**config.mk**
```make
export PLATFORM = sky130hd
export DESIGN_NAME = seq_player
export DESIGN_NICKNAME = d
export VERILOG_FILES = /design/src/rtl/seq_pkg.sv /design/src/rtl/pb_edge_sync.sv /design/src/rtl/seq_player.sv
export SDC_FILE = /design/constraint.sdc
export NUM_CORES = 1
export LEC_CHECK = 0
export ABC_CLOCK_PERIOD_IN_PS = 1800
export BUFFER_PORTS_ARGS = -buffer_cell sky130_fd_sc_hd__buf_4
export CORE_MARGIN = 3
export CORE_UTILIZATION = 40
export CTS_BUF_LIST = sky130_fd_sc_hd__clkbuf_8 sky130_fd_sc_hd__clkbuf_16
export CTS_CLUSTER_SIZE = 30
export DETAILED_ROUTE_END_ITERATION = 6
export PLACE_DENSITY = 0.69
export SETUP_SLACK_MARGIN = 0.15
export SLEW_MARGIN = 20
export SYNTH_ARGS = -nofsm -noshare
export SYNTH_HDL_FRONTEND = slang
export SYNTH_SLANG_ARGS = --single-unit
```
**constraint.sdc**
```tcl
create_clock -name CLK_50 -period 1.8 [get_ports CLK_50]
set_input_delay 0.27 -clock CLK_50 [delete_from_list [all_inputs] [get_ports CLK_50]]
set_output_delay 0.27 -clock CLK_50 [all_outputs]
set_load 0.01 [all_outputs]
```
**src/rtl/seq_pkg.sv**
```systemverilog
// Shared types and constants for the sequence player: FSM states, ROM end codes
// and the tag/ROM read latency.
package seq_pkg;

  typedef enum logic [2:0] {
    IDLE,
    TAG_RD,
    TAG_WAIT,
    PLAY,
    PLAY_CHK
  } state_e;

  localparam logic [1:0] END_NONE  = 2'b00;
  localparam logic [1:0] END_SEQ   = 2'b01;
  localparam logic [1:0] END_CHAIN = 2'b10;
  localparam logic [1:0] END_RSVD  = 2'b11;

  localparam int unsigned RD_LAT = 1;

endpackage

```
**src/rtl/pb_edge_sync.sv**
```systemverilog
// Multi-stage synchroniser for an asynchronous push-button level, followed by
// a rising-edge detector producing one pulse per press.
module pb_edge_sync #(
  parameter int SYNC_STAGES = 2
) (
  input  logic clk,
  input  logic rst_n,
  input  logic pb_async,
  output logic pb_rise
);

  logic [SYNC_STAGES-1:0] sync_q, sync_d;
  logic                   prev_q, prev_d;

  always_comb begin
    sync_d = {sync_q[SYNC_STAGES-2:0], pb_async};
    prev_d = sync_q[SYNC_STAGES-1];
  end

  // NOTE: sequential state uses non-blocking assignments so every flop samples
  // the pre-edge value of its neighbour, keeping the shift chain intact.
  always_ff @(posedge clk or negedge rst_n) begin
    if (!rst_n) begin
      sync_q <= '0;
      prev_q <= 1'b0;
    end else begin
      sync_q <= sync_d;
      prev_q <= prev_d;
    end
  end

  assign pb_rise = sync_q[SYNC_STAGES-1] & ~prev_q;

endmodule

```
**src/rtl/seq_player.sv**
```systemverilog
// Sequence player: button-selected sequence number, tag-RAM start lookup and
// step-driven waveform ROM playback with end/loop/chain codes.
module seq_player
  import seq_pkg::*;
#(
  parameter int SEQ_W       = 6,
  parameter int NUM_SEQ     = 64,
  parameter int ADDR_W      = 10,
  parameter int DATA_W      = 32,
  parameter int WRAP_SEQ    = 1,
  parameter int LOOP        = 0,
  parameter int SYNC_STAGES = 2
) (
  input  logic              CLK_50,
  input  logic              reset_n,
  input  logic              pb_seq_up,
  input  logic              pb_seq_dn,
  input  logic              start,
  input  logic              stop,
  input  logic              step_en,
  output logic              tag_rd_en,
  output logic [SEQ_W-1:0]  tag_rd_addr,
  input  logic [ADDR_W-1:0] tag_rd_data,
  output logic              rom_rd_en,
  output logic [ADDR_W-1:0] rom_addr,
  input  logic [DATA_W-1:0] rom_data,
  output logic [SEQ_W-1:0]  seq_num,
  output logic [DATA_W-1:0] data_out,
  output logic              data_valid,
  output logic              playing,
  output logic              seq_done
);

  localparam logic [SEQ_W-1:0] SEQ_MAX = SEQ_W'(NUM_SEQ - 1);

  function automatic logic [SEQ_W-1:0] seq_inc(input logic [SEQ_W-1:0] s);
    if (s == SEQ_MAX) return (WRAP_SEQ != 0) ? '0 : s;
    return s + 1'b1;
  endfunction

  function automatic logic [SEQ_W-1:0] seq_dec(input logic [SEQ_W-1:0] s);
    if (s == '0) return (WRAP_SEQ != 0) ? SEQ_MAX : s;
    return s - 1'b1;
  endfunction

  logic up_ev, dn_ev;

  pb_edge_sync #(.SYNC_STAGES(SYNC_STAGES)) u_sync_up (
    .clk(CLK_50), .rst_n(reset_n), .pb_async(pb_seq_up), .pb_rise(up_ev)
  );

  pb_edge_sync #(.SYNC_STAGES(SYNC_STAGES)) u_sync_dn (
    .clk(CLK_50), .rst_n(reset_n), .pb_async(pb_seq_dn), .pb_rise(dn_ev)
  );

  state_e              state_q, state_d;
  logic [SEQ_W-1:0]    seq_num_q, seq_num_d;
  logic [ADDR_W-1:0]   rom_addr_q, rom_addr_d;
  logic [ADDR_W-1:0]   start_addr_q, start_addr_d;
  logic [DATA_W-1:0]   data_out_q, data_out_d;
  logic                data_valid_q, data_valid_d;
  logic                seq_done_q, seq_done_d;
  logic                tag_rd_en_q, tag_rd_en_d;
  logic                playing_q, playing_d;
  logic                btn_chg, end_seq;
  logic [SEQ_W-1:0]    chain_seq;

  always_comb begin
    // NOTE: every signal driven here gets a default first, so no path through
    // the case statements can leave one unassigned and infer a latch.
    state_d      = state_q;
    seq_num_d    = seq_num_q;
    rom_addr_d   = rom_addr_q;
    start_addr_d = start_addr_q;
    data_out_d   = data_out_q;
    data_valid_d = 1'b0;
    seq_done_d   = 1'b0;
    rom_rd_en    = 1'b0;
    end_seq      = 1'b0;
    chain_seq    = seq_inc(seq_num_q);

    if (up_ev && !dn_ev)      seq_num_d = seq_inc(seq_num_q);
    else if (dn_ev && !up_ev) seq_num_d = seq_dec(seq_num_q);
    btn_chg = (seq_num_d != seq_num_q);

    if (stop) begin
      state_d = IDLE;
    end else if (btn_chg) begin
      // The word already fetched is still delivered; its end code is dropped.
      state_d = TAG_RD;
      if (state_q == PLAY_CHK) begin
        data_out_d   = rom_data;
        data_valid_d = 1'b1;
      end
    end else begin
      unique case (state_q)
        IDLE:     if (start) state_d = TAG_RD;
        TAG_RD:   state_d = TAG_WAIT;
        TAG_WAIT: begin
          rom_addr_d   = tag_rd_data;
          start_addr_d = tag_rd_data;
          state_d      = PLAY;
        end
        PLAY: begin
          // Read strobe is combinational so the word is back after one cycle.
          if (step_en) begin
            rom_rd_en = 1'b1;
            state_d   = PLAY_CHK;
          end
        end
        PLAY_CHK: begin
          data_out_d   = rom_data;
          data_valid_d = 1'b1;
          case (rom_data[1:0])
            END_NONE: begin
              rom_addr_d = rom_addr_q + 1'b1;
              state_d    = PLAY;
            end
            END_CHAIN: begin
              if (chain_seq != seq_num_q) begin
                seq_num_d = chain_seq;
                state_d   = TAG_RD;
              end else begin
                end_seq = 1'b1;
              end
            end
            END_SEQ, END_RSVD: end_seq = 1'b1;
          endcase
          if (end_seq) begin
            if (LOOP != 0) begin
              rom_addr_d = start_addr_q;
              state_d    = PLAY;
            end else begin
              seq_done_d = 1'b1;
              state_d    = IDLE;
            end
          end
        end
        default: state_d = IDLE;
      endcase
    end

    tag_rd_en_d = (state_d == TAG_RD);
    playing_d   = (state_d != IDLE);
  end

  always_ff @(posedge CLK_50 or negedge reset_n) begin
    if (!reset_n) begin
      state_q      <= IDLE;
      seq_num_q    <= '0;
      rom_addr_q   <= '0;
      start_addr_q <= '0;
      data_out_q   <= '0;
      data_valid_q <= 1'b0;
      seq_done_q   <= 1'b0;
      tag_rd_en_q  <= 1'b0;
      playing_q    <= 1'b0;
    end else begin
      state_q      <= state_d;
      seq_num_q    <= seq_num_d;
      rom_addr_q   <= rom_addr_d;
      start_addr_q <= start_addr_d;
      data_out_q   <= data_out_d;
      data_valid_q <= data_valid_d;
      seq_done_q   <= seq_done_d;
      tag_rd_en_q  <= tag_rd_en_d;
      playing_q    <= playing_d;
    end
  end

  assign tag_rd_en   = tag_rd_en_q;
  assign tag_rd_addr = seq_num_q;
  assign rom_addr    = rom_addr_q;
  assign seq_num     = seq_num_q;
  assign data_out    = data_out_q;
  assign data_valid  = data_valid_q;
  assign playing     = playing_q;
  assign seq_done    = seq_done_q;

endmodule

```
**Word level (Yosys, flattened, before mapping)**

Cells that the tools add are included.

- Output and inout bits: 59
- RAM bits: 0
- Memories: 0
- Bits in registers: 61
- Bits in read-only memories: 0
- Input port bits: 49
- Logic and storage cells: 87
- Latch bits: 0

- Bitwise logic cells: 6
- Add/sub/neg operators: 3
- Shift-type cells: 0
- Multiply operators: 0
- Divide/modulo/power cells: 0
- Multiplexer cells: 42
- Magnitude comparators: 0
- Reduce and logical (&&, ||, !) cells: 12
- Eq/ne operators: 12

Operator list:

| kind | number |
|---|---|
| 6-bit two-way mux | 12 |
| 10-bit one-hot mux with 2 select lines | 1 |
| 1-bit two-way mux | 19 |
| 3-bit two-way mux | 6 |
| 3-bit one-hot mux with 5 select lines | 1 |
| 6-bit inequality test | 2 |
| 10-bit by 1-bit adder with 10-bit output (second input constant) | 1 |
| 10-bit two-way mux | 1 |
| 6-bit by 1-bit adder with 6-bit output (second input constant) | 1 |
| 3-bit by 1-bit equality test with 1-bit output (second input constant) | 2 |
| 3-bit by 2-bit equality test with 1-bit output (second input constant) | 2 |
| 6-bit equality test (second input constant) | 1 |
| 6-bit zero test | 1 |
| 3-bit one-hot mux with 2 select lines | 1 |
| 6-bit by 1-bit subtractor with 6-bit output (second input constant) | 1 |
| 2-bit equality test (second input constant) | 2 |
| 1-bit NOT | 4 |
| 4-bit AND reduction | 1 |
| 3-bit equality test (second input constant) | 1 |
| 3-bit zero test | 1 |
| 3-bit nonzero test | 1 |
| 1-bit AND | 2 |
| 2-bit by 1-bit equality test with 1-bit output (second input constant) | 1 |
| 1-bit logical AND | 2 |
| other kinds (7) | 8 |

**Depth between registers and ports, before layout**

Gate-level depths: netlist of the first run.

- Depth in word-level cells: 17
- Gate-level depth with buffers: 7
- Depth with buffers taken out: 6

**Modules after synthesis**

From an unflattened synthesis of the first run, not the netlist that was laid out.

- Cell total of the unflattened synthesis: 266
- Area, all modules: 3050.4 µm²

By module, submodules not included:

| module | cells each | instances | sequential area each (µm²) | area each (µm²) |
|---|---|---|---|---|
| seq_player | 258 | 1 | 1376.3 | 2872.8 |
| pb_edge_sync | 4 | 2 | 75.1 | 88.8 |

**Worst setup path after synthesis of the first run**

Ideal clock, no wire load.

- Kind: register -> register
- Start point: register state_q[1]
- End point: register data_out_q[1] (netlist: data_out[1])
- Arrival: 1597 ps
- Data required time: 1675 ps
- Setup time: 125 ps
- Stages on the path, launching flop included: 6
- Buffers on the path: 2
- Path slack: 78 ps
- Cells stage by stage: dfrtp_1 > buf_6 > or3b_4 > nor2_2 > buf_4 > mux2_2

- Longest elaborated chain between the ends: 2

Ends and longest elaborated chain:

| element | line | text |
|---|---|---|
| start, declared | seq_player.sv:56 | `state_e state_q, state_d;` |
| start signal, assigned | seq_player.sv:159 | `state_q <= state_d;` |
| 3-bit equality test | seq_player.sv:91, seq_player.sv:96 |  |
| 2-bit AND reduction (no line) | n/a |  |
| end signal, assigned | seq_player.sv:163 | `data_out_q <= data_out_d;` |
| end, declared | seq_player.sv:60 | `logic [DATA_W-1:0] data_out_q, data_out_d;` |

No other way between the ends.
A chain may end at the register's enable or synchronous reset.

**Final worst setup path of the first run**

- Start point: register state_q[1]
- End point: register data_out_q[18] (netlist: data_out[18])

The elaborated chain is that of the path after synthesis.

==> out/results.tsv, run 1 <==
metric	value	unit
run status	complete, no violations	
Mapped Cells	259	
Die Ht	92.5	µm
Final nets	440	
Peak VDD IR	0.535	mV
DRC Markers	0	
Slew headroom	0.747	
Std-Cell Rows	30	
GPL Wtd Cong	0.852	
CP cell instances	or3b_4 > nor2_4 > buf_12 > mux2_1	
skew final	0.00886	ns
most frequent cells after synthesis	dfrtp_1 (61), mux2_1 (27), nand2_1 (15), nor2_1 (11), buf_4 (9)	
IO buf count	107	
GRT overflow	0	
Fill cells	534	
syn_nets	312	
Crit path depth	4	
global-route wire length before repair	12000	µm
top cell type's share of synthesized area	0.510	
CTS Buffer Depth	2	
pre-CTS WS	0.0933	ns
cell area after synthesis	3000	µm²
Final period util	0.958	
dpl hpwl	5150	µm
Final Max Tran Viols	0	
Synth async-reset ratio	1.00	
TritonCTS clock tree	built	
Post-synth EDFFs	0	
fin cells	488	
initial antenna violation count	0	
# IOs	108	
ranking of synthesized cells by area	dfrtp_1 (51%), mux2_1 (10%), buf_4 (2.3%)	
setup slack, reg-to-reg	0.08	ns
Routed Antenna Nets	0	
routed vias/inst	5.18	
count leader, synth	dfrtp_1	
largest net degree at the start of global routing	36	
WP data arrival	1.93	ns
sequential share of the synthesized area	0.510	
H-tree depth	3	
Period minus WS final	1.72	ns
ys flop type	dfrtp_1	
Mean Syn Cell Area	11.6	µm²
fmax	580	MHz
Hold Path Class	in2reg	
core area	7020	µm²
Root Buffer	clkbuf_8	
reg2reg end	data_out[18]	
crit path kind	reg2reg	
#FFs+latches synth	61	
Area growth syn-to-layout	53.5	%
critical path required time	2.01	ns
Overall Global Routing Usage	0.174	
placed insts	457	
crit path from	state_q[1]	
post-route setup TNS	0	ns
Slew @ Worst Pin	0.379	ns
Crit path max-delay family	simple AND/OR/NAND/NOR gates	
share of layout cells above drive strength 1	0.538	
TritonCTS Buffers	9	
Die W	92.5	µm
WHS	0.0417	ns
Hold Violations, Final	0	
critical path capture point	data_out[18]	
Final setup viols	0	
Clk Latency, worst-skew pair	0.33	ns
Die Area	8560	µm²
clk sink count	61	
Post-Route WL	7870	µm
Reg clk slew, reported paths	0.07	ns
Vias	2529	
Leakage	2.09	nW
DP Area	3950	µm²
CP max stage cell	dfrtp_2	
drt wl/cell	16.1	µm
post-layout util	0.655	
RSZ-0062 raised after global routing	yes	
vias in the first global route	2547	
number of diodes	0	
crit path max fanout	17	
total chip power	4.97	mW
initial drt markers	67	
Final WS setup	0.0764	ns
CP Launch Type	flop	
Initial Utilization	0.427	
Synth cell types	56	
Buf+Inv Stages, Crit Path	1	
PwrDens	1080	nW/µm²
Critical Path End Type	flop	
design area	4600	µm²
detailed-router iteration count before antenna repair	4	
Worst R2R Start	state_q[1]	
worst r2r path cells	4	
max-cap violations	0	
Synth area leader	dfrtp_1	
Ys Warns	0	
Worst path max stage delay	0.45	ns
## cells in the final DEF (no fill, tap or decap), types with 4 or more instances in the layout
cell         n
a21oi_1      7
a2bb2oi_2    5
buf_4      129
buf_6        4
clkbuf_8    10
dfrtp_1     57
dfrtp_2      4
inv_1        6
mux2_1      17
mux2_2       4
mux2_4      11
nand2_1     15
nand3_1      8
nand4_1      5
nor2_1       9
nor3_1       5
nor4_4       6
o21ai_0      8
## final cells by class
class                   instances  area (µm²)  area share
repair buffers                140        1140       0.249
clock buffers                  10         138      0.0299
inverters                       6        22.5     0.00490
clock inverters                 6        70.1      0.0152
multi-input cells             169        1570       0.342
well taps                      96         120      0.0261
flip-flops and latches         61        1530       0.333
## sequential cells by signal, indices dropped and copies added (netlist names), 2 cells and up
signal,flops
state_q,3
rom_addr,10
data_out,32
seq_num,6
u_sync_up.sync_q,2
u_sync_dn.sync_q,2
## kinds of logic after synthesis
group	share of synthesized area
AOI/OAI and AO/OA	0.125
xor gates and xnor gates	0.00836
adders and majority gates	0.0167
buffers and inverters	0.0556
DFF	0.510
muxes	0.130
and+or+nand+nor	0.155
## power breakdown
part           internal [mW]  leakage (nW)  switching (mW)  total [mW]
Combinational          0.944          1.24           0.747        1.69
Clock                  0.686        0.0955           0.573        1.26
Sequential              1.64         0.754           0.381        2.02
## metal layers
metal,part of all wire,global-route usage,vias up
li1,-,-,1215
met1,0.41,0.213,1210
met2,0.50,0.281,95
met3,0.077,0.0674,9
met4,0.012,0.0582,0
met5,0,0,-
## timing repair
action | 4_1_cts | 5_1_grt
setup endpoints to repair | 18 | 47
buffers inserted | 6 | 5
resized for setup | 14 | 45
pin swaps | 5 | 10
gates cloned | 0 | 3
endpoints found under the hold margin | 26 | 0
hold buffers | 1 | 0
## worst min path at each step
stage	cells past startpoint	from	to	slack (ns)
6_report	1	pb_seq_dn	u_sync_dn.sync_q[0]	0.04
3_3_place_gp	1	reset_n	seq_num[5]	0.22
3_5_place_dp	1	reset_n	seq_num[5]	0.22
2_1_floorplan	0	reset_n	data_out[0]	-0.03
4_1_cts	1	pb_seq_dn	u_sync_dn.sync_q[0]	0.02
5_1_grt	1	pb_seq_up	u_sync_up.sync_q[0]	0.009
## worst reg2reg max path, delay by kind of cell, from the launching register on
kind | cells | cell delay [ns]
buf+inv | 1 | 0.19
flops | 1 | 0.45
mux | 1 | 0.35
simple gates | 2 | 0.63
Note: power is estimated with default switching activity, not from simulation.
==> inputs of run 2 (changes only) <==
--- a/config.mk
+++ b/config.mk
@@ -8,13 +8,12 @@
 export ABC_CLOCK_PERIOD_IN_PS = 1800
 export BUFFER_PORTS_ARGS = -buffer_cell sky130_fd_sc_hd__buf_4
 export CORE_MARGIN = 3
-export CORE_UTILIZATION = 40
+export CORE_UTILIZATION = 30
 export CTS_BUF_LIST = sky130_fd_sc_hd__clkbuf_8 sky130_fd_sc_hd__clkbuf_16
 export CTS_CLUSTER_SIZE = 30
 export DETAILED_ROUTE_END_ITERATION = 6
-export PLACE_DENSITY = 0.69
-export SETUP_SLACK_MARGIN = 0.15
 export SLEW_MARGIN = 20
 export SYNTH_ARGS = -nofsm -noshare
 export SYNTH_HDL_FRONTEND = slang
+export SYNTH_HIERARCHICAL = 1
 export SYNTH_SLANG_ARGS = --single-unit
==> run 2 against run 1 <==
Effect of this change: the run now ends with setup timing left; synthesized cell count increased by 2.7%; maximum frequency decreased by 5.0%; utilization decreased by 20 points; combinational power decreased by 8%; global-route usage decreased by 3.8 points; sequential cell count unchanged; area after synthesis increased by 1.8%; sequential power decreased by 9%; via count increased by 1.3%.
==> out/results.tsv, run 2 <==
metric	value	unit
skew final	0.00723	ns
Final Max Tran Viols	0	
Std-Cell Rows	36	
Die Area	11400	µm²
Routed Antenna Nets	0	
Clk network pwr share	0.309	
initial drt markers	86	
Ys Warns	6	
ys flop type	dfrtp_1	
share of layout cells above drive strength 1	0.518	
cell area after synthesis	3050	µm²
Post-Route WL	7580	µm
Synth async-reset ratio	1.00	
Seq pwr share	0.373	
hold depth	1	
Hold Violations, Final	0	
Die W	107	µm
TritonCTS Buffers	9	
CP Launch Type	flop	
TritonCTS clock tree	built	
Root Buffer	clkbuf_8	
clk sink count	61	
total chip power	4.90	mW
Synth cell types	52	
post-route setup TNS	-0.0141	ns
largest net degree at the start of global routing	39	
DP Area	4150	µm²
top cell type's share of synthesized area	0.500	
Slew headroom	0.707	
Hold Path Class	in2reg	
PwrDens	1090	nW/µm²
GRT overflow	0	
number of diodes	0	
worst r2r path cells	4	
Initial Utilization	0.311	
Final setup viols	1	
Final WS setup	-0.0141	ns
vias in the first global route	2503	
sequential share of the synthesized area	0.500	
count leader, synth	dfrtp_1	
CTS Buffer Depth	2	
Die Ht	107	µm
run status	complete, but fails checks	
WP data arrival	2.08	ns
Peak VDD IR	0.367	mV
failing checks	setup timing	
Vias	2563	
Area growth syn-to-layout	47.1	%
critical path required time	2.07	ns
Post-synth EDFFs	0	
Period minus WS final	1.81	ns
Int Power	3.36	mW
GPL Wtd Cong	0.813	
drt wl/cell	14.2	µm
Reg clk slew, reported paths	0.08	ns
commonest non-fill, non-tap cell in the layout	buf_4	
core area	9820	µm²
number of flip-flops in the largest register	32	
NetSw	1.54	mW
Mapped Cells	266	
Synth area leader	dfrtp_1	
ranking of synthesized cells by area	dfrtp_1 (50%), mux2_2 (12%), a21oi_1 (3.4%)	
Logic pwr share	0.317	
max-cap violations	0	
most frequent cells in the layout	buf_4 (133), dfrtp_1 (61), mux2_2 (32), a21oi_1 (20), o21ai_0 (15)	
global-route wire length before repair	12400	µm
DRC Markers	0	
#FFs+latches synth	61	
design area	4490	µm²
IO buf count	107	
H-tree depth	3	
crit path kind	reg2reg	
# IOs	108	
Mean Syn Cell Area	11.5	µm²
Sw Share	0.314	
detailed-router iteration count before antenna repair	4	
Leakage	2.13	nW
initial antenna violation count	0	
routed vias/inst	4.81	
RSZ-0062 raised after global routing	yes	
syn_nets	319	
pre-CTS WS	-0.0768	ns
crit path max fanout	8	
fmax	551	MHz
dpl hpwl	5540	µm
Final nets	448	
Critical Path End Type	flop	
Final period util	1.01	
Overall Global Routing Usage	0.136	
Slew @ Worst Pin	0.438	ns
most frequent cells after synthesis	dfrtp_1 (61), mux2_2 (32), a21oi_1 (21), o21ai_0 (17), nand2_1 (14)	
WHS	0.0386	ns
Clk Latency, worst-skew pair	0.33	ns
-- run 2: cells by family after synthesis --
kind of cell               synth area share
and+or+nand+nor                       0.138
buffers and inverters                0.0480
AOI/OAI and AO/OA                     0.157
muxes                                 0.131
DFF                                   0.500
adders and majority gates            0.0164
xor gates and xnor gates            0.00862
-- run 2: path summary, 6_finish.rpt --
| check | startpoint | endpoint | slack [ns] |
|---|---|---|---|
| max | state_q[1] | rom_addr[8] | -0.01 |
| max reg2reg | state_q[1] | rom_addr[8] | -0.01 |
| min reg2reg | u_sync_dn/sync_q[0] | u_sync_dn/sync_q[1] | 0.35 |
| max in group asynchronous | reset_n | data_out[28] | 0.90 |
| min in group asynchronous | reset_n | rom_addr[8] | 0.38 |
| min | pb_seq_up | u_sync_up/sync_q[0] | 0.04 |
-- run 2: power groups by stage --
stage	logic [mW]	registers, mW	clock network, mW
floorplan	0.717	1.95	0
global placement	1.52	1.85	0
detailed placement	1.54	1.86	0
CTS	1.56	1.83	1.57
global route	1.70	1.88	1.65
finish	1.56	1.83	1.52
-- run 2: routing by layer --
metal / share of wire / routed length (µm) / global-route usage
met5: 0 / 0 / 0
met4: 0.0081 / 61 / 0.0402
met3: 0.069 / 520 / 0.0536
met2: 0.48 / 3620 / 0.213
met1: 0.45 / 3370 / 0.175
-- run 2: metrics by stage --
stage                     instances  utilization
final                           533        0.457
after floorplan                 266            -
after CTS                       531        0.453
after global routing            533        0.457
after detailed placement        512        0.423
after global placement          512        0.423
-- run 2: what timing repair did --
item	in CTS	in global routing
setup endpoints to repair	4	12
pin swaps	2	2
gates resized for setup	4	8
endpoints found under the hold margin	23	0
setup buffers	2	2
hold buffers	1	0
-- run 2: critical path, cell delays in order (launching register included) --
cell       delay, ns
dfrtp_1         0.38
or4b_4          0.50
a2111o_1        0.51
a21oi_1         0.21
a2bb2oi_2       0.14
-- run 2: final cells by class --
type,count,area (µm²)
Fill cell,972,5330
Tap cell,133,166
Timing Repair Buffer,140,1100
Sequential cell,61,1530
Multi-Input combinational cell,178,1430
Clock inverter,7,124
Inverter,5,18.8
Clock buffer,9,124
